`config.mk`:
```
export PLATFORM = sky130hd
export DESIGN_NAME = usb_rx_dma_flat
export DESIGN_NICKNAME = d
export VERILOG_FILES = /design/src/rtl/usb_rx_dma_if.sv /design/src/rtl/usb_rx_dma.sv /design/src/flat_wrapper.sv
export SDC_FILE = /design/constraint.sdc
export NUM_CORES = 1
export LEC_CHECK = 0
export ABC_AREA = 1
export BUFFER_PORTS_ARGS = -buffer_cell sky130_fd_sc_hd__buf_2
export CAP_MARGIN = 15
export CORE_MARGIN = 2
export CORE_UTILIZATION = 55
export CTS_CLUSTER_DIAMETER = 80
export DETAILED_ROUTE_END_ITERATION = 10
export PLACE_DENSITY = 0.92
export SETUP_SLACK_MARGIN = 0.5
export SLEW_MARGIN = 40
export SYNTH_ARGS = -nofsm -noshare
export SYNTH_HDL_FRONTEND = slang
export SYNTH_SLANG_ARGS = --single-unit
```
`constraint.sdc`:
```
create_clock -name clk -period 2.3 [get_ports clk]
set_clock_uncertainty 0.2 [all_clocks]
set_input_delay 0.115 -clock clk [delete_from_list [all_inputs] [get_ports clk]]
set_output_delay 0.115 -clock clk [all_outputs]
set_load 0.05 [all_outputs]
```
`src/rtl/usb_rx_dma_if.sv`:
```
// Bundle of CPU register window, CPU/memory bus and USB/ACIA rx stream signals.
// Latency: none; this is wiring only.
// Backpressure: rx stream uses val/rdy; the CPU side is held off with cpu_rdy.
interface usb_rx_dma_if;
  // CPU register window
  logic        cs;
  logic        we;
  logic [2:0]  rs;
  logic [7:0]  din;
  logic [7:0]  dout;
  logic        irq;
  // CPU bus in, memory decode bus out
  logic [15:0] cpu_ab;
  logic        cpu_we;
  logic [7:0]  cpu_do;
  logic        cpu_rdy;
  logic [15:0] mem_ab;
  logic        mem_we;
  logic [7:0]  mem_do;
  // USB rx stream and ACIA forward path
  logic [7:0]  rx_data;
  logic        rx_val;
  logic        rx_rdy;
  logic        acia_rx_val;
  logic        acia_rx_rdy;

  // DMA block side
  modport slave (
    input  cs, we, rs, din, cpu_ab, cpu_we, cpu_do, rx_data, rx_val, acia_rx_rdy,
    output dout, irq, cpu_rdy, mem_ab, mem_we, mem_do, rx_rdy, acia_rx_val
  );

  // System side (CPU, memory decode, USB core, ACIA)
  modport master (
    output cs, we, rs, din, cpu_ab, cpu_we, cpu_do, rx_data, rx_val, acia_rx_rdy,
    input  dout, irq, cpu_rdy, mem_ab, mem_we, mem_do, rx_rdy, acia_rx_val
  );
endinterface

```
`src/rtl/usb_rx_dma.sv`:
```
// Cycle-stealing DMA: USB rx bytes are written straight into 6502 RAM.
// Latency: rx accept -> RAM write next cycle; 2 stalled CPU cycles per byte, 1 byte / 3 clk peak.
// Backpressure: rx_rdy high only while waiting for a byte; CPU stalled via cpu_rdy during WRITE/RESTORE.
module usb_rx_dma #(
  parameter logic [15:0] ADDR_LIMIT = 16'hD000
) (
  input logic          clk,
  input logic          rst,
  usb_rx_dma_if.slave  dma_if
);

  typedef enum logic [1:0] {
    S_IDLE    = 2'd0,
    S_WAIT    = 2'd1,
    S_WRITE   = 2'd2,
    S_RESTORE = 2'd3
  } state_t;

  state_t      state_q, state_d;
  logic [15:0] addr_q, addr_d;
  logic [15:0] len_q, len_d;
  logic        ie_q, ie_d;
  logic        done_q, done_d;
  logic        err_q, err_d;
  logic        abort_q, abort_d;
  logic [7:0]  buf_q, buf_d;
  logic [7:0]  dout_q, dout_d;

  logic        busy;
  logic        cpu_rdy_w;
  logic        reg_wr;
  logic        reg_rd;
  logic        ctrl_wr;
  logic        start_req;
  logic        abort_req;
  logic        stall_abort;
  logic        rx_rdy_w;
  logic        acia_val_w;
  logic [15:0] mem_ab_w;
  logic        mem_we_w;
  logic [7:0]  mem_do_w;

  assign busy      = (state_q != S_IDLE);
  // The CPU is only held off while the stolen slot (WRITE + RESTORE) owns the bus.
  assign cpu_rdy_w = !((state_q == S_WRITE) || (state_q == S_RESTORE));

  assign reg_wr    = dma_if.cs & dma_if.we & cpu_rdy_w;
  assign reg_rd    = dma_if.cs & ~dma_if.we & cpu_rdy_w;
  assign ctrl_wr   = reg_wr & (dma_if.rs == 3'd4);
  // ABORT beats START when both bits are written together.
  assign abort_req = ctrl_wr & dma_if.din[2];
  assign start_req = ctrl_wr & dma_if.din[0] & ~dma_if.din[2];
  // A stalled CPU keeps presenting its ABORT write; catch it so the current pair ends the transfer.
  assign stall_abort = ~cpu_rdy_w & dma_if.cs & dma_if.we & (dma_if.rs == 3'd4) & dma_if.din[2];

  // Bus ownership and rx routing decoded from state and live inputs.
  always_comb begin
    mem_ab_w   = dma_if.cpu_ab;
    mem_we_w   = dma_if.cpu_we;
    mem_do_w   = dma_if.cpu_do;
    rx_rdy_w   = dma_if.acia_rx_rdy;
    acia_val_w = dma_if.rx_val;
    case (state_q)
      S_IDLE: begin
        // Defaults: CPU owns the bus and rx goes to the ACIA.
      end
      S_WAIT: begin
        // Refuse the byte on the abort edge so it is not silently dropped.
        rx_rdy_w   = ~abort_req;
        acia_val_w = 1'b0;
      end
      S_WRITE: begin
        mem_ab_w   = addr_q;
        mem_we_w   = 1'b1;
        mem_do_w   = buf_q;
        rx_rdy_w   = 1'b0;
        acia_val_w = 1'b0;
      end
      S_RESTORE: begin
        // Re-present the stalled CPU address so read data is valid on resume.
        mem_we_w   = 1'b0;
        rx_rdy_w   = 1'b0;
        acia_val_w = 1'b0;
      end
      default: begin
        rx_rdy_w   = 1'b0;
        acia_val_w = 1'b0;
      end
    endcase
  end

  // Next-state: transfer sequencing, then CPU register writes and reads.
  always_comb begin
    state_d = state_q;
    addr_d  = addr_q;
    len_d   = len_q;
    ie_d    = ie_q;
    done_d  = done_q;
    err_d   = err_q;
    abort_d = abort_q;
    buf_d   = buf_q;
    dout_d  = dout_q;

    case (state_q)
      S_IDLE: begin
        if (start_req) begin
          if (len_q == 16'h0000) begin
            done_d = 1'b1;
          end else if (addr_q >= ADDR_LIMIT) begin
            err_d  = 1'b1;
            done_d = 1'b1;
          end else begin
            state_d = S_WAIT;
          end
        end
      end
      S_WAIT: begin
        if (abort_req) begin
          state_d = S_IDLE;
          done_d  = 1'b1;
        end else if (dma_if.rx_val && rx_rdy_w) begin
          buf_d   = dma_if.rx_data;
          state_d = S_WRITE;
        end
      end
      S_WRITE: begin
        addr_d  = addr_q + 16'd1;
        len_d   = (len_q != 16'h0000) ? (len_q - 16'd1) : 16'h0000;
        abort_d = abort_q | stall_abort;
        state_d = S_RESTORE;
      end
      S_RESTORE: begin
        // addr_q/len_q already hold the post-increment values here.
        abort_d = 1'b0;
        if (len_q == 16'h0000) begin
          state_d = S_IDLE;
          done_d  = 1'b1;
        end else if (addr_q >= ADDR_LIMIT) begin
          state_d = S_IDLE;
          err_d   = 1'b1;
          done_d  = 1'b1;
        end else if (abort_q || stall_abort) begin
          state_d = S_IDLE;
          done_d  = 1'b1;
        end else begin
          state_d = S_WAIT;
        end
      end
      default: begin
        state_d = S_IDLE;
      end
    endcase

    if (reg_wr) begin
      case (dma_if.rs)
        3'd0: if (!busy) addr_d[7:0]  = dma_if.din;
        3'd1: if (!busy) addr_d[15:8] = dma_if.din;
        3'd2: if (!busy) len_d[7:0]   = dma_if.din;
        3'd3: if (!busy) len_d[15:8]  = dma_if.din;
        3'd4: ie_d = dma_if.din[1];
        3'd5: begin
          done_d = 1'b0;
          err_d  = 1'b0;
        end
        default: begin
        end
      endcase
    end

    if (reg_rd) begin
      case (dma_if.rs)
        3'd0:    dout_d = addr_q[7:0];
        3'd1:    dout_d = addr_q[15:8];
        3'd2:    dout_d = len_q[7:0];
        3'd3:    dout_d = len_q[15:8];
        3'd4:    dout_d = {5'b0, 1'b0, ie_q, busy};
        3'd5:    dout_d = {done_q, err_q, 5'b0, busy};
        default: dout_d = 8'h00;
      endcase
    end
  end

  // State and register file update, synchronous reset.
  always_ff @(posedge clk) begin
    if (rst) begin
      state_q <= S_IDLE;
      addr_q  <= 16'h0000;
      len_q   <= 16'h0000;
      ie_q    <= 1'b0;
      done_q  <= 1'b0;
      err_q   <= 1'b0;
      abort_q <= 1'b0;
      buf_q   <= 8'h00;
      dout_q  <= 8'h00;
    end else begin
      state_q <= state_d;
      addr_q  <= addr_d;
      len_q   <= len_d;
      ie_q    <= ie_d;
      done_q  <= done_d;
      err_q   <= err_d;
      abort_q <= abort_d;
      buf_q   <= buf_d;
      dout_q  <= dout_d;
    end
  end

  assign dma_if.cpu_rdy     = cpu_rdy_w;
  assign dma_if.mem_ab      = mem_ab_w;
  assign dma_if.mem_we      = mem_we_w;
  assign dma_if.mem_do      = mem_do_w;
  assign dma_if.rx_rdy      = rx_rdy_w;
  assign dma_if.acia_rx_val = acia_val_w;
  assign dma_if.dout        = dout_q;
  assign dma_if.irq         = ie_q & done_q;

endmodule

```
`src/flat_wrapper.sv`:
```
// flat-port wrapper written by rule: the top's interface ports become plain ports
module usb_rx_dma_flat 
#(
  parameter logic [15:0] ADDR_LIMIT = 16'hD000
)
  (clk, rst, dma_if_cs, dma_if_we, dma_if_rs, dma_if_din, dma_if_cpu_ab, dma_if_cpu_we, dma_if_cpu_do, dma_if_rx_data, dma_if_rx_val, dma_if_acia_rx_rdy, dma_if_dout, dma_if_irq, dma_if_cpu_rdy, dma_if_mem_ab, dma_if_mem_we, dma_if_mem_do, dma_if_rx_rdy, dma_if_acia_rx_val);
  usb_rx_dma_if dma_if_i ();
  input logic clk;
  input logic rst;
  input wire logic [$bits(dma_if_i.cs)-1:0] dma_if_cs;
  input wire logic [$bits(dma_if_i.we)-1:0] dma_if_we;
  input wire logic [$bits(dma_if_i.rs)-1:0] dma_if_rs;
  input wire logic [$bits(dma_if_i.din)-1:0] dma_if_din;
  input wire logic [$bits(dma_if_i.cpu_ab)-1:0] dma_if_cpu_ab;
  input wire logic [$bits(dma_if_i.cpu_we)-1:0] dma_if_cpu_we;
  input wire logic [$bits(dma_if_i.cpu_do)-1:0] dma_if_cpu_do;
  input wire logic [$bits(dma_if_i.rx_data)-1:0] dma_if_rx_data;
  input wire logic [$bits(dma_if_i.rx_val)-1:0] dma_if_rx_val;
  input wire logic [$bits(dma_if_i.acia_rx_rdy)-1:0] dma_if_acia_rx_rdy;
  output wire logic [$bits(dma_if_i.dout)-1:0] dma_if_dout;
  output wire logic [$bits(dma_if_i.irq)-1:0] dma_if_irq;
  output wire logic [$bits(dma_if_i.cpu_rdy)-1:0] dma_if_cpu_rdy;
  output wire logic [$bits(dma_if_i.mem_ab)-1:0] dma_if_mem_ab;
  output wire logic [$bits(dma_if_i.mem_we)-1:0] dma_if_mem_we;
  output wire logic [$bits(dma_if_i.mem_do)-1:0] dma_if_mem_do;
  output wire logic [$bits(dma_if_i.rx_rdy)-1:0] dma_if_rx_rdy;
  output wire logic [$bits(dma_if_i.acia_rx_val)-1:0] dma_if_acia_rx_val;
  assign dma_if_i.cs = dma_if_cs;
  assign dma_if_i.we = dma_if_we;
  assign dma_if_i.rs = dma_if_rs;
  assign dma_if_i.din = dma_if_din;
  assign dma_if_i.cpu_ab = dma_if_cpu_ab;
  assign dma_if_i.cpu_we = dma_if_cpu_we;
  assign dma_if_i.cpu_do = dma_if_cpu_do;
  assign dma_if_i.rx_data = dma_if_rx_data;
  assign dma_if_i.rx_val = dma_if_rx_val;
  assign dma_if_i.acia_rx_rdy = dma_if_acia_rx_rdy;
  assign dma_if_dout = dma_if_i.dout;
  assign dma_if_irq = dma_if_i.irq;
  assign dma_if_cpu_rdy = dma_if_i.cpu_rdy;
  assign dma_if_mem_ab = dma_if_i.mem_ab;
  assign dma_if_mem_we = dma_if_i.mem_we;
  assign dma_if_mem_do = dma_if_i.mem_do;
  assign dma_if_rx_rdy = dma_if_i.rx_rdy;
  assign dma_if_acia_rx_val = dma_if_i.acia_rx_val;
  usb_rx_dma #(.ADDR_LIMIT(ADDR_LIMIT)) u_core (.clk(clk), .rst(rst), .dma_if(dma_if_i));
endmodule
```
==> metrics.md, run 1 <==
| Metric | Value |
|---|---|
| Status | did not finish |
| Failed at | 5_1_grt |
| Error | [ERROR GRT-0232] Routing congestion too high. Check the congestion heatmap in the GUI. |
| Total grt overflow | 4 |
| Clock Path Buffers | 2 |
| Site Rows | 29 |
| Chip width | ~86 µm |
| Starting density of the core | between 50% and 60% |
| Sequential area share after synthesis | a little under 30% |
| Syn Area/Cell | about 6.4 µm² |
| H-tree level count | 2 |
| Root buffer cell | clkbuf_8 |
| Pin count of the biggest net entering global routing | 34 |
| Die Y | around 86 µm |
| Worst-path end type | register input |
| Main area contributors after synthesis | dfxtp_1, nand2_1, o21ai_0, inv_1, a21oi_1 |
| Placer congestion estimate | between 0.9 and 1 |
| Fraction of registers with async set/reset | 0% |
| Top-area cell type share of the netlist area | approximately 29% |
| Post-synthesis cell count | ~580 |
| Mapped Nets | between 600 and 700 |
| Top Ports | 87 |
| Ys Warns | 0 |
| Number of CTS-inserted buffers | 5 |
| Synth unique cells | 41 |
| Most used DFF post-synth | dfxtp_1 |
| Tot GR Track Use | ~73% |
| Largest area contributor in the netlist | dfxtp_1 |
| Number of synthesized register bits | between 50 and 60 |
| Post-DP HPWL | 8509 µm |
| GRT worst endpoint | u_core.addr_q[11]$_SDFF_PP0_/D |
| Syn Std Cell Area | roughly 0.0037 mm² |
| IO Port Bufs | 86 |
| Number of synthesized flops with an enable pin | 0 |
| Dpl cell area | 0.004362 mm² |
| Initial antenna violation count | 3 |
| CTS Sinks | 54 |
repair_timing:
action	CTS
hold buffers	16
setup endpoints to repair	76
pin swaps	36
gates resized for setup	124
cloned	5
setup buffers	29
endpoints found under the hold margin	32
cells by family after synthesis:
group / Yosys count / synth area share, %
compound gates: 128 / 19.05
xor+xnor: 13 / 3.080
fa+ha+maj: 8 / 2.707
buf+inv: 97 / 10.80
flops: 54 / 29.24
simple gates: 275 / 35.13
synthesized netlist by cell type (2+ instances only):
cell type,instances
o221ai_1,2
nand2_1,142
nor2_1,55
inv_2,9
o211ai_1,2
nor3_2,3
nand3_2,2
inv_1,70
nor2_2,9
nand2_2,4
a211oi_1,3
dfxtp_1,54
nor2_4,9
xor2_1,12
nand3_1,30
nor3_1,9
clkbuf_1,10
ha_1,8
o21ai_1,2
buf_6,3
o21ai_0,55
nand3_4,2
buf_2,2
a21oi_1,45
nand4_1,6
o22ai_1,12
per-stage QoR:
step                      setup WS, ns  cells
after CTS                       0.2508    785
after floorplan                 0.1654    575
after global placement          0.2866    727
after detailed placement        0.1963    727
per-layer routing:
layer	GRT overflow	global-route usage, %
met1	0	72.64
met2	2	89.36
met3	0	55.34
met4	2	73.74
met5	0	23.08
==> run 2: changes to the inputs <==
--- a/config.mk
+++ b/config.mk
@@ -9,11 +9,9 @@
 export BUFFER_PORTS_ARGS = -buffer_cell sky130_fd_sc_hd__buf_2
 export CAP_MARGIN = 15
 export CORE_MARGIN = 2
-export CORE_UTILIZATION = 55
-export CTS_CLUSTER_DIAMETER = 80
+export CORE_UTILIZATION = 40
 export DETAILED_ROUTE_END_ITERATION = 10
-export PLACE_DENSITY = 0.92
-export SETUP_SLACK_MARGIN = 0.5
+export PLACE_DENSITY_LB_ADDON = 0.15
 export SLEW_MARGIN = 40
 export SYNTH_ARGS = -nofsm -noshare
 export SYNTH_HDL_FRONTEND = slang
==> run 2 against run 1 <==
The flow now finishes without violations. Synthesized cell count is the same. Area after synthesis is the same.
==> metrics.md, run 2 <==
| Metric | Value |
|---|---|
| Status | finished, final reports clean |
| Synth Area in Compound Gates | 19.05% |
| Tcrit/Tclk final | 96.08% |
| Register area | 0.001081 mm² |
| Clk pwr share | about 22% |
| Pre-CTS setup slack | between 0.15 and 0.2 ns |
| Total grt overflow | 0 |
| Die Y | 100.1 µm |
| First-pass GRT wire length | about 18,000 µm |
| Synth Area in Adders | ~2.7% |
| Multi-input gate area | roughly 0.0023 mm² |
| Vias per cell | just over 5 |
| DRC errors left | 0 |
| Pin count of the biggest net entering global routing | 53 |
| # diodes | 0 |
| Top Registers | u_core.addr_q (16), u_core.len_q (16) |
| Number of synthesized flops with an enable pin | 0 |
| Site Rows | 35 |
| Syn-to-layout area delta | 24.16% |
| Slew HR | approximately 66% |
| CP Data Required Time | a little under 2 ns |
| Layout fillers | roughly 960 |
| Synth unique cells | 41 |
| Syn Std Cell Area | 0.003697 mm² |
| Clk slew on worst S/H paths | roughly 0.10 ns |
| Syn Area/Cell | roughly 6.4 µm² |
| Post-synthesis cell count | 575 |
| Worst slew pin tran | about 0.5 ns |
| Chip width | 100.1 µm |
| Tot GR Track Use | 23.25% |
| Cell count after placement | between 700 and 800 |
| Largest area contributor in the netlist | dfxtp_1 |
| Tot Pwr | 2565 µW |
| Hold WS | approximately 0.036 ns |
| Startpoint type of the worst setup path | flop |
| Count leader, synth | nand2_1 |
| Hold Crit Start | dma_if_rx_val |
| Dpl cell area | about 0.0043 mm² |
| Final setup vio count | 0 |
| Placer congestion estimate | approximately 0.93 |
| Slew Limit Fails | 0 |
| Fmax | 452.5 MHz |
| Largest family of logic cells by synthesized area | simple AND/OR/NAND/NOR gates |
| Sequential area share after synthesis | between 20 and 30% |
| Worst-Skew Late Latency | ~0.32 ns |
| Number of synthesized register bits | 54 |
| Top Ports | 87 |
| Starting density of the core | roughly 41% |
| Die ar. | around 0.01 mm² |
| Share of layout cells above drive strength 1 | around 23% |
| Total wire length | 11,610 µm |
| WL/cell | about 15 µm |
| Worst reg2reg startpoint | u_core.state_q[0]$_SDFFE_PP0P_ |
| Final Hold Fails | 0 |
| Vias | 4,077 |
| Most common cell after layout, fill and taps aside | nand2_1 |
| Peak VDD IR | 402.8 µV |
| Critical path startpoint | u_core.state_q[0]$_SDFFE_PP0P_ |
| Most used DFF post-synth | dfxtp_1 |
| Core Area | 0.009109 mm² |
| Leak pwr | 0.002097 µW |
| Hold Path Stages | 5 |
| Most frequent cells in the layout | nand2_1, buf_2, inv_1, nor2_1, dfxtp_1 |
| CTS Sinks | 54 |
| Initial antenna violation count | 0 |
| Number of CTS-inserted buffers | 5 |
| Sw frac | between 40% and 50% |
| FF-to-FF setup slack | 0.14 ns |
| Worst setup margin | about 0.090 ns |
| IO Port Bufs | between 80 and 90 |
| Hold path endpoint | u_core.state_q[0]$_SDFFE_PP0P_ |
| Final ANT Viol Nets | 0 |
| Net count, final | ~740 |
| Fin cells | a little under 800 |
| Max-cap viol count | 0 |
| Synth top cells by count | nand2_1, inv_1, nor2_1, o21ai_0, dfxtp_1 |
| Drt pass-1 iters | 5 |
| Sequential group share of total power | between 30% and 40% |
| Min Clock Period, post-route | 2.210 ns |
| Mapped Nets | between 600 and 700 |
| RR Endpoint | u_core.addr_q[11]$_SDFF_PP0_ |
| CP max FO | 6 |
| Ys Warns | 0 |
| Worst Reg-to-Reg Cells | 14 |
| Main area contributors after synthesis | dfxtp_1, nand2_1, o21ai_0, inv_1, a21oi_1 |
| CTS tree | yes |
| Min-delay worst type | in -> reg |
| Clock Path Buffers | 2 |
| DRT iter0 DRCs | roughly 240 |
| Switch Pwr | approximately 1000 µW |
| Root buffer cell | clkbuf_8 |
| Post-route cell area | 0.004591 mm² |
| Crit end category | primary output |
| P per Cell Area | between 500 and 600 mW/mm² |
| Unrepaired setup endpoints after global routing | no |
| Cell-internal power | around 1500 µW |
| H-tree level count | 2 |
| Mux cell area share after synthesis | 0% |
| Fraction of registers with async set/reset | 0% |
| Post-DP HPWL | ~8800 µm |
| Critical path class | reg -> out |
| Comb power frac | between 30% and 40% |
| Top-area cell type share of the netlist area | 29.24% |
| Vias in the first global route | approximately 3,800 |
| XOR/XNOR Fraction of Synth Area | between 3 and 4% |
| Post-synthesis simple-gate area fraction | between 30% and 40% |
| Worst Path Arrival | 1.89 ns |
==> run 2: cell counts after synthesis <==
No cell type changed its count.
==> run 2: kinds of logic (layout without fill, tap and decap cells) <==
family,after synthesis,in the layout
AND/OR/NAND/NOR,275,275
AO/OA/AOI/OAI,128,128
buffers and inverters,97,203
flip-flops,54,54
XOR/XNOR,13,13
adder cells (fa/ha/maj),8,8
==> run 2: worst max-delay path, stage by stage (launching register included) <==
cell      delay, ns
dfxtp_1        0.34
buf_4          0.14
ha_1           0.24
inv_2          0.10
nand2_8        0.09
nor2_8         0.04
nand3_2        0.07
nand2_2        0.10
a21boi_4       0.17
buf_2          0.29
==> run 2: per-layer routing <==
metal,vias up,wire length (µm),GRT usage [%]
met3,17,748,3.900
li1,2072,-,-
met1,1837,5203,31.20
met5,-,0,0
met2,151,5438,38.26
met4,0,217,7.165
==> run 2: power by group through the flow <==
stage	Sequential, µW	Combinational, µW	Clock [µW]
CTS	1020	971	559
finish	1020	989	555
global route	1030	1080	590
floorplan	1050	676	0
detailed placement	1040	939	0
global placement	1040	932	0
==> run 2: final cells by class <==
cell class / count / area share, %
timing repair buffer: 113 / 15.43
tap: 111 / 3.025
clock inverter: 2 / 0.2998
sequential: 54 / 23.55
inverter: 82 / 6.923
multi-input combinational: 424 / 49.20
clock buffer: 6 / 1.581
==> run 2: stage by stage <==
stage | utilization, % | TNS (ns)
floorplan | - | -1.277
global placement | 47.29 | 0
detailed placement | 47.29 | 0
CTS | 50.14 | 0
global route | 50.40 | 0
finish | 50.40 | 0
==> run 2: repair_timing <==
item | in CTS | in global routing
setup buffers | 0 | 0
hold endpoints to repair | 33 | 0
hold buffers | 17 | 0
gates resized for setup | 1 | 5
setup endpoints to repair | 1 | 5
==> run 2: how the worst max path moves through the flow <==
stage	endpoint	slack [ns]	cells past startpoint
after global placement	u_core.state_q[0]$_SDFFE_PP0P_	0.24	13
final	dma_if_rx_rdy	0.09	9
after global routing	dma_if_rx_rdy	0.002	9
after CTS	dma_if_rx_rdy	0.04	7
after floorplan	dma_if_mem_ab[0]	-0.32	7
after detailed placement	u_core.addr_q[11]$_SDFF_PP0_	0.17	14
Power figures use the tool's default switching activity.
==> run 3: changes to the inputs <==
--- a/config.mk
+++ b/config.mk
@@ -12,6 +12,7 @@
 export CORE_UTILIZATION = 40
 export DETAILED_ROUTE_END_ITERATION = 10
 export PLACE_DENSITY_LB_ADDON = 0.15
+export SETUP_SLACK_MARGIN = 0.5
 export SLEW_MARGIN = 40
 export SYNTH_ARGS = -nofsm -noshare
 export SYNTH_HDL_FRONTEND = slang
==> run 3 against run 2 <==
Die area did not move. Via count rose by 10%. Critical path depth rose by 2. Core utilization rose by 14 points. Cell area rose by 28%. Combinational power rose by 34%. Worst setup slack improved by 0.18 ns. Flip-flop and latch count did not move. Non-clock buffer count rose by 47. Largest cell class unchanged. Fmax rose by 8.6%. Sequential share of layout area fell by 5.0 points.
==> metrics.md, run 3 (synthesized netlist as in run 2, its figures left out) <==
| Metric | Value |
|---|---|
| Status | finished, final reports clean |
| CP Data Required Time | between 2 and 2.5 ns |
| Leak pwr | between 0.002 and 0.003 µW |
| # diodes | 0 |
| Total wire length | roughly 14,000 µm |
| IO Port Bufs | 86 |
| Share of layout cells above drive strength 1 | between 40% and 50% |
| Clk slew on worst S/H paths | ~0.11 ns |
| FF-to-FF setup slack | ~0.27 ns |
| Final ANT Viol Nets | 0 |
| Max-cap viol count | 0 |
| Worst-Skew Late Latency | ~0.32 ns |
| Tcrit/Tclk final | approximately 88% |
| Post-Route Setup TNS | 0 ns |
| DRC errors left | 0 |
| CTS Sinks | between 50 and 60 |
| Startpoint type of the worst setup path | flop |
| Worst slew pin tran | roughly 0.51 ns |
| Slew Limit Fails | 0 |
| Vias in the first global route | 4,304 |
| Starting density of the core | around 41% |
| Root buffer cell | clkbuf_8 |
| Total grt overflow | 0 |
| Top Ports | between 80 and 90 |
| Syn-to-layout area delta | 58.68% |
| WL/cell | 16.35 µm |
| Worst Reg-to-Reg Cells | 11 |
| Slew HR | between 60% and 70% |
| Drt pass-1 iters | 5 |
| Most common cell after layout, fill and taps aside | nand2_1 |
| DRT iter0 DRCs | 280 |
| Hold Path Stages | 5 |
| Hold Crit Start | dma_if_rx_val |
| Min-delay worst type | in -> reg |
| Cell count after placement | around 760 |
| Site Rows | 35 |
| H-tree level count | 2 |
| Final setup vio count | 0 |
| Clock Path Buffers | 2 |
| Critical path class | reg -> reg |
| Number of CTS-inserted buffers | 5 |
| CTS tree | yes |
| Fmax | slightly below 500 MHz |
| Tot GR Track Use | 25.88% |
| Core Area | 0.009109 mm² |
| Unrepaired setup endpoints after global routing | yes |
| Worst Path Arrival | 2.02 ns |
| RR Endpoint | u_core.state_q[0]$_SDFFE_PP0P_ |
| Min Clock Period, post-route | around 2 ns |
| Die ar. | roughly 0.01 mm² |
| Final Hold Fails | 0 |
| Crit end category | flop |
| CP max FO | 4 |
| Placer congestion estimate | ~0.92 |
| First-pass GRT wire length | between 20,000 and 25,000 µm |
| Initial antenna violation count | 0 |
| Net count, final | roughly 790 |
| Pin count of the biggest net entering global routing | 34 |
| Fin cells | between 800 and 900 |
| Vias per cell | 5.360 |
| Most frequent cells in the layout | nand2_1, inv_1, buf_2, dfxtp_1, nor2_1 |
| Vias | between 4,000 and 5,000 |
| Peak VDD IR | about 440 µV |
| P per Cell Area | 538.6 mW/mm² |
| Post-DP HPWL | 8543 µm |
| Die Y | 100.1 µm |
| Hold WS | around 0.031 ns |
| Worst reg2reg startpoint | u_core.len_q[0]$_SDFF_PP0_ |
| Chip width | between 100 and 150 µm |
| Hold path endpoint | u_core.buf_q[6]$_SDFFE_PP0P_ |
| Top Registers | u_core.addr_q (16), u_core.len_q (16) |
run 3: changes by cell type in the layout (fill, tap and decap cells not counted), sizes merged:
cell	delta
bufinv	+2
clkinvlp	+1
clkinv	-1
nand3	+1
clkbuf	-2
inv	-1
bufbuf	+1
buf	+47
run 3: critical path, stage by stage, from the launching register on:
cell and delay (ns):
dfxtp_1 0.35, inv_2 0.10, ha_1 0.20, nand2_1 0.10, nor2_4 0.20, nand3_1 0.10, nor2_1 0.26, nor2_1 0.11
nand3_1 0.08, nand3_1 0.07, nand2_1 0.07, a21oi_1 0.05
run 3: where the power goes:
group	internal [µW]	switching, µW	leakage (µW)
Combinational	519	816	0.00208
Sequential	993	50.4	0.000438
Clock	437	345	0.0000683
Total	1950	1210	0.00259
run 3: layout make-up:
class                      count  area, µm²
clock inverter                 3      68.82
fill                         753       3242
sequential                    54       1087
inverter                      82      336.6
multi-input combinational    425       2760
clock buffer                   5      68.82
tap                          111      138.9
timing repair buffer         160       1406
run 3: how the worst max path moves through the flow:
| stage | startpoint | to | depth (start not counted) | slack [ns] |
|---|---|---|---|---|
| finish | u_core.len_q[0]$_SDFF_PP0_ | u_core.state_q[0]$_SDFFE_PP0P_ | 11 | 0.27 |
| global route | u_core.state_q[0]$_SDFFE_PP0P_ | u_core.addr_q[11]$_SDFF_PP0_ | 14 | 0.12 |
| CTS | u_core.state_q[0]$_SDFFE_PP0P_ | dma_if_mem_ab[3] | 7 | 0.29 |
| detailed placement | u_core.state_q[0]$_SDFFE_PP0P_ | u_core.addr_q[13]$_SDFF_PP0_ | 13 | 0.17 |
| global placement | u_core.state_q[0]$_SDFFE_PP0P_ | u_core.addr_q[14]$_SDFF_PP0_ | 13 | 0.27 |
| floorplan | u_core.state_q[0]$_SDFFE_PP0P_ | u_core.buf_q[0]$_SDFFE_PP0P_ | 13 | 0.17 |
run 3: metal layers:
layer  up-vias  wire length [µm]  global-route usage, %
met5         -                 0                      0
met4         0               490                  9.378
met3        46               977                  4.526
met2       207              6504                  42.95
met1      2082              5762                  33.78
li1       2167                 -                      -
run 3: what timing repair did:
action	4_1_cts	5_1_grt
endpoints found under the hold margin	34	0
gates resized for setup	112	68
gates cloned	5	2
pin swaps	36	22
hold buffers	17	0
setup endpoints to repair	76	78
setup buffers	35	12
run 3: stage by stage:
step / util [%] / setup WS (ns) / power, µW / area (µm²)
floorplan: - / 0.1654 / 1767 / 3877
global placement: 48.35 / 0.2677 / 1986 / 4404
detailed placement: 48.35 / 0.1699 / 1993 / 4404
CTS: 60.43 / 0.2884 / 3069 / 5504
global route: 64.41 / 0.1242 / 3294 / 5867
finish: 64.41 / 0.2653 / 3160 / 5867
==> run 4: changes to the inputs <==
--- a/config.mk
+++ b/config.mk
@@ -8,6 +8,7 @@
 export ABC_AREA = 1
 export BUFFER_PORTS_ARGS = -buffer_cell sky130_fd_sc_hd__buf_2
 export CAP_MARGIN = 15
+export CORE_ASPECT_RATIO = 0.6
 export CORE_MARGIN = 2
 export CORE_UTILIZATION = 40
 export DETAILED_ROUTE_END_ITERATION = 10
==> constraint.sdc (replaced) <==
create_clock -name clk -period 2.3 [get_ports clk]
set_clock_uncertainty 0.2 [all_clocks]
set_input_delay 0.69 -clock clk [delete_from_list [all_inputs] [get_ports clk]]
set_output_delay 0.69 -clock clk [all_outputs]
set_load 0.05 [all_outputs]
==> run 4 against run 3 <==
The run now ends with setup timing left. Worst setup slack got worse by 0.43 ns. Cell area shrank 1.1%. Combinational power up 4%. First-iteration DRC count grew 66%. Critical endpoint is now dma_if_mem_do[7]. Register-to-register slack worse by 0.40 ns. Non-clock buffer count shrank 7. Via count is 2.4% lower. Largest cell class unchanged. Global-route usage rose by 0.10 points.
==> metrics.md, run 4 (synthesized netlist as in run 2, its figures left out) <==
| Metric | Value |
|---|---|
| Status | finished with violations |
| Violated checks | setup timing |
| Switch Pwr | about 1300 µW |
| H-tree level count | 2 |
| First-pass GRT wire length | around 20,000 µm |
| Unrepaired setup endpoints after global routing | yes |
| Crit end category | primary output |
| Tot GR Track Use | 25.99% |
| Min-delay worst type | reg -> reg |
| Leak pwr | between 0.002 and 0.003 µW |
| Cts-stage hold buffer count | 0 |
| Vias per cell | 5.241 |
| Vias in the first global route | 3,979 |
| Top Ports | just under 90 |
| Post-DP HPWL | between 9000 and 10,000 µm |
| CTS Sinks | 54 |
| DRC errors left | 0 |
| CP delay by family, top | buffers and inverters |
| # diodes | 0 |
| Number of CTS-inserted buffers | 5 |
| Critical path startpoint | u_core.state_q[0]$_SDFFE_PP0P_ |
| Vias | between 4,000 and 5,000 |
| Worst Path Arrival | about 1.6 ns |
| Clk slew on worst S/H paths | approximately 0.080 ns |
| Slew Limit Fails | 0 |
| Max-cap viol count | 0 |
| Syn-to-layout area delta | 56.95% |
| Startpoint type of the worst setup path | flop |
| Worst path cell trace | inv_6 > ha_4 > inv_8 > buf_6 > nand2_1 > o21ai_4 > buf_6 |
| Worst Reg-to-Reg Cells | 16 |
| P per Cell Area | around 560 mW/mm² |
| Starting density of the core | 40.69% |
| Most frequent cell on the critical path | buf_6 |
| Comb power frac | between 40% and 50% |
| Core Area | ~0.009 mm² |
| Placer congestion estimate | between 0.9 and 1 |
| Pin count of the biggest net entering global routing | 34 |
| Crit path max-delay cell type | dfxtp_4 |
| Cell-internal power | between 1500 and 2000 µW |
| Worst-Skew Late Latency | a little over 0.3 ns |
| Slew HR | approximately 58% |
| CTS tree | yes |
| CP max stage delay | around 0.38 ns |
| Clock Path Buffers | 2 |
| Die ar. | just over 0.01 mm² |
| IO Port Bufs | 86 |
| CP Data Required Time | between 1 and 1.5 ns |
| Top Registers | u_core.addr_q (16), u_core.len_q (16) |
| Site Rows | 27 |
| Net count, final | 779 |
| Worst Setup EP | dma_if_mem_do[7] |
| Critical path class | reg -> out |
| Clk pwr share | 25.2% |
| Tcrit/Tclk final | 107.2% |
| Drt pass-1 iters | 5 |
| RR Endpoint | u_core.len_q[12]$_SDFF_PP0_ |
| Most common cell after layout, fill and taps aside | nand2_1 |
| Worst setup margin | -0.1646 ns |
| WL/cell | 15.52 µm |
| Final Hold Fails | 0 |
| Hold WS | 0.2690 ns |
| Sw frac | between 30% and 40% |
| Critical Path Stages | 7 |
| DRT iter0 DRCs | between 400 and 500 |
| Sequential group share of total power | about 32% |
| Min Clock Period, post-route | roughly 2.5 ns |
| Worst slew pin tran | about 0.63 ns |
| Most frequent cells in the layout | nand2_1, inv_1, buf_4, nor2_1, dfxtp_1 |
| Share of layout cells above drive strength 1 | 38.64% |
| Total wire length | around 13,000 µm |
| FF-to-FF setup slack | -0.13 ns |
| Root buffer cell | clkbuf_16 |
| Peak VDD IR | between 400 and 500 µV |
| CP max FO | 9 |
| Total grt overflow | 0 |
| WP buf/inv | 4 |
| Die Y | slightly below 80 µm |
| Fmax | between 400 and 500 MHz |
| Initial antenna violation count | 0 |
| Final setup vio count | between 50 and 60 |
| Chip width | 128.1 µm |
| Final core utilization | between 60 and 70% |
| Final ANT Viol Nets | 0 |
run 4: routing by layer:
layer | up-vias | GRT usage (%) | wire length (µm)
met3 | 13 | 8.180 | 1289
met1 | 2008 | 37.29 | 6307
met5 | - | 0 | 0
met4 | 0 | 4.615 | 131
li1 | 2167 | - | -
met2 | 204 | 38.34 | 5275
run 4: metrics by stage:
step | total power (µW) | instances | setup TNS [ns] | area, µm² | worst slack (ns)
finish | 3234 | 838 | -4.456 | 5803 | -0.1646
global route | 3378 | 838 | -9.574 | 5803 | -0.2266
CTS | 3185 | 837 | -3.658 | 5756 | -0.1580
detailed placement | 2139 | 798 | -0.3842 | 4886 | -0.2402
global placement | 2122 | 798 | -0.2724 | 4886 | -0.2302
floorplan | 1823 | 575 | 0 | 4130 | 0.04751
run 4: cell type report:
type                            count  area [µm²]
Clock buffer                        5       125.1
Clock inverter                      3       28.78
Fill cell                         799        3284
Inverter                           82       369.1
Multi-Input combinational cell    425        2760
Sequential cell                    54        1091
Tap cell                          116       145.1
Timing Repair Buffer              153        1284
run 4: worst min path at each step:
stage,cells past startpoint,startpoint,end,slack (ns)
finish,2,u_core.dma_if.dout[0]$_SDFFE_PP0P_,u_core.dma_if.dout[0]$_SDFFE_PP0P_,0.27
global route,2,u_core.dma_if.dout[7]$_SDFFE_PP0P_,u_core.dma_if.dout[7]$_SDFFE_PP0P_,0.29
CTS,2,u_core.dma_if.dout[0]$_SDFFE_PP0P_,u_core.dma_if.dout[0]$_SDFFE_PP0P_,0.27
detailed placement,2,u_core.dma_if.dout[0]$_SDFFE_PP0P_,u_core.dma_if.dout[0]$_SDFFE_PP0P_,0.25
global placement,2,u_core.ie_q$_SDFFE_PP0N_,u_core.ie_q$_SDFFE_PP0N_,0.25
floorplan,2,u_core.ie_q$_SDFFE_PP0N_,u_core.ie_q$_SDFFE_PP0N_,0.24
run 4: power groups by stage:
stage	sequential (µW)	combinational, µW	clock [µW]
2_1_floorplan	1060	765	0
3_3_place_gp	1050	1070	0
3_5_place_dp	1060	1080	0
4_1_cts	1040	1320	825
5_1_grt	1050	1470	861
6_report	1040	1380	813
run 4: worst reg2reg max path: cells and delay by family, from the launching register on:
| family | cells | cell delay, ns |
|---|---|---|
| buffers and inverters | 8 | 0.80 |
| and+or+nand+nor | 5 | 0.47 |
| DFF | 1 | 0.41 |
| AOI/OAI and AO/OA | 2 | 0.27 |
| adders and majority gates | 1 | 0.20 |
run 4: what timing repair did:
| action | 4_1_cts | 5_1_grt |
|---|---|---|
| gates cloned | 3 | 0 |
| endpoints found under the setup margin | 85 | 85 |
| gates resized for setup | 131 | 15 |
| buffers inserted | 28 | 1 |
| pin swaps | 27 | 5 |
| endpoints found under the hold margin | 0 | 0 |
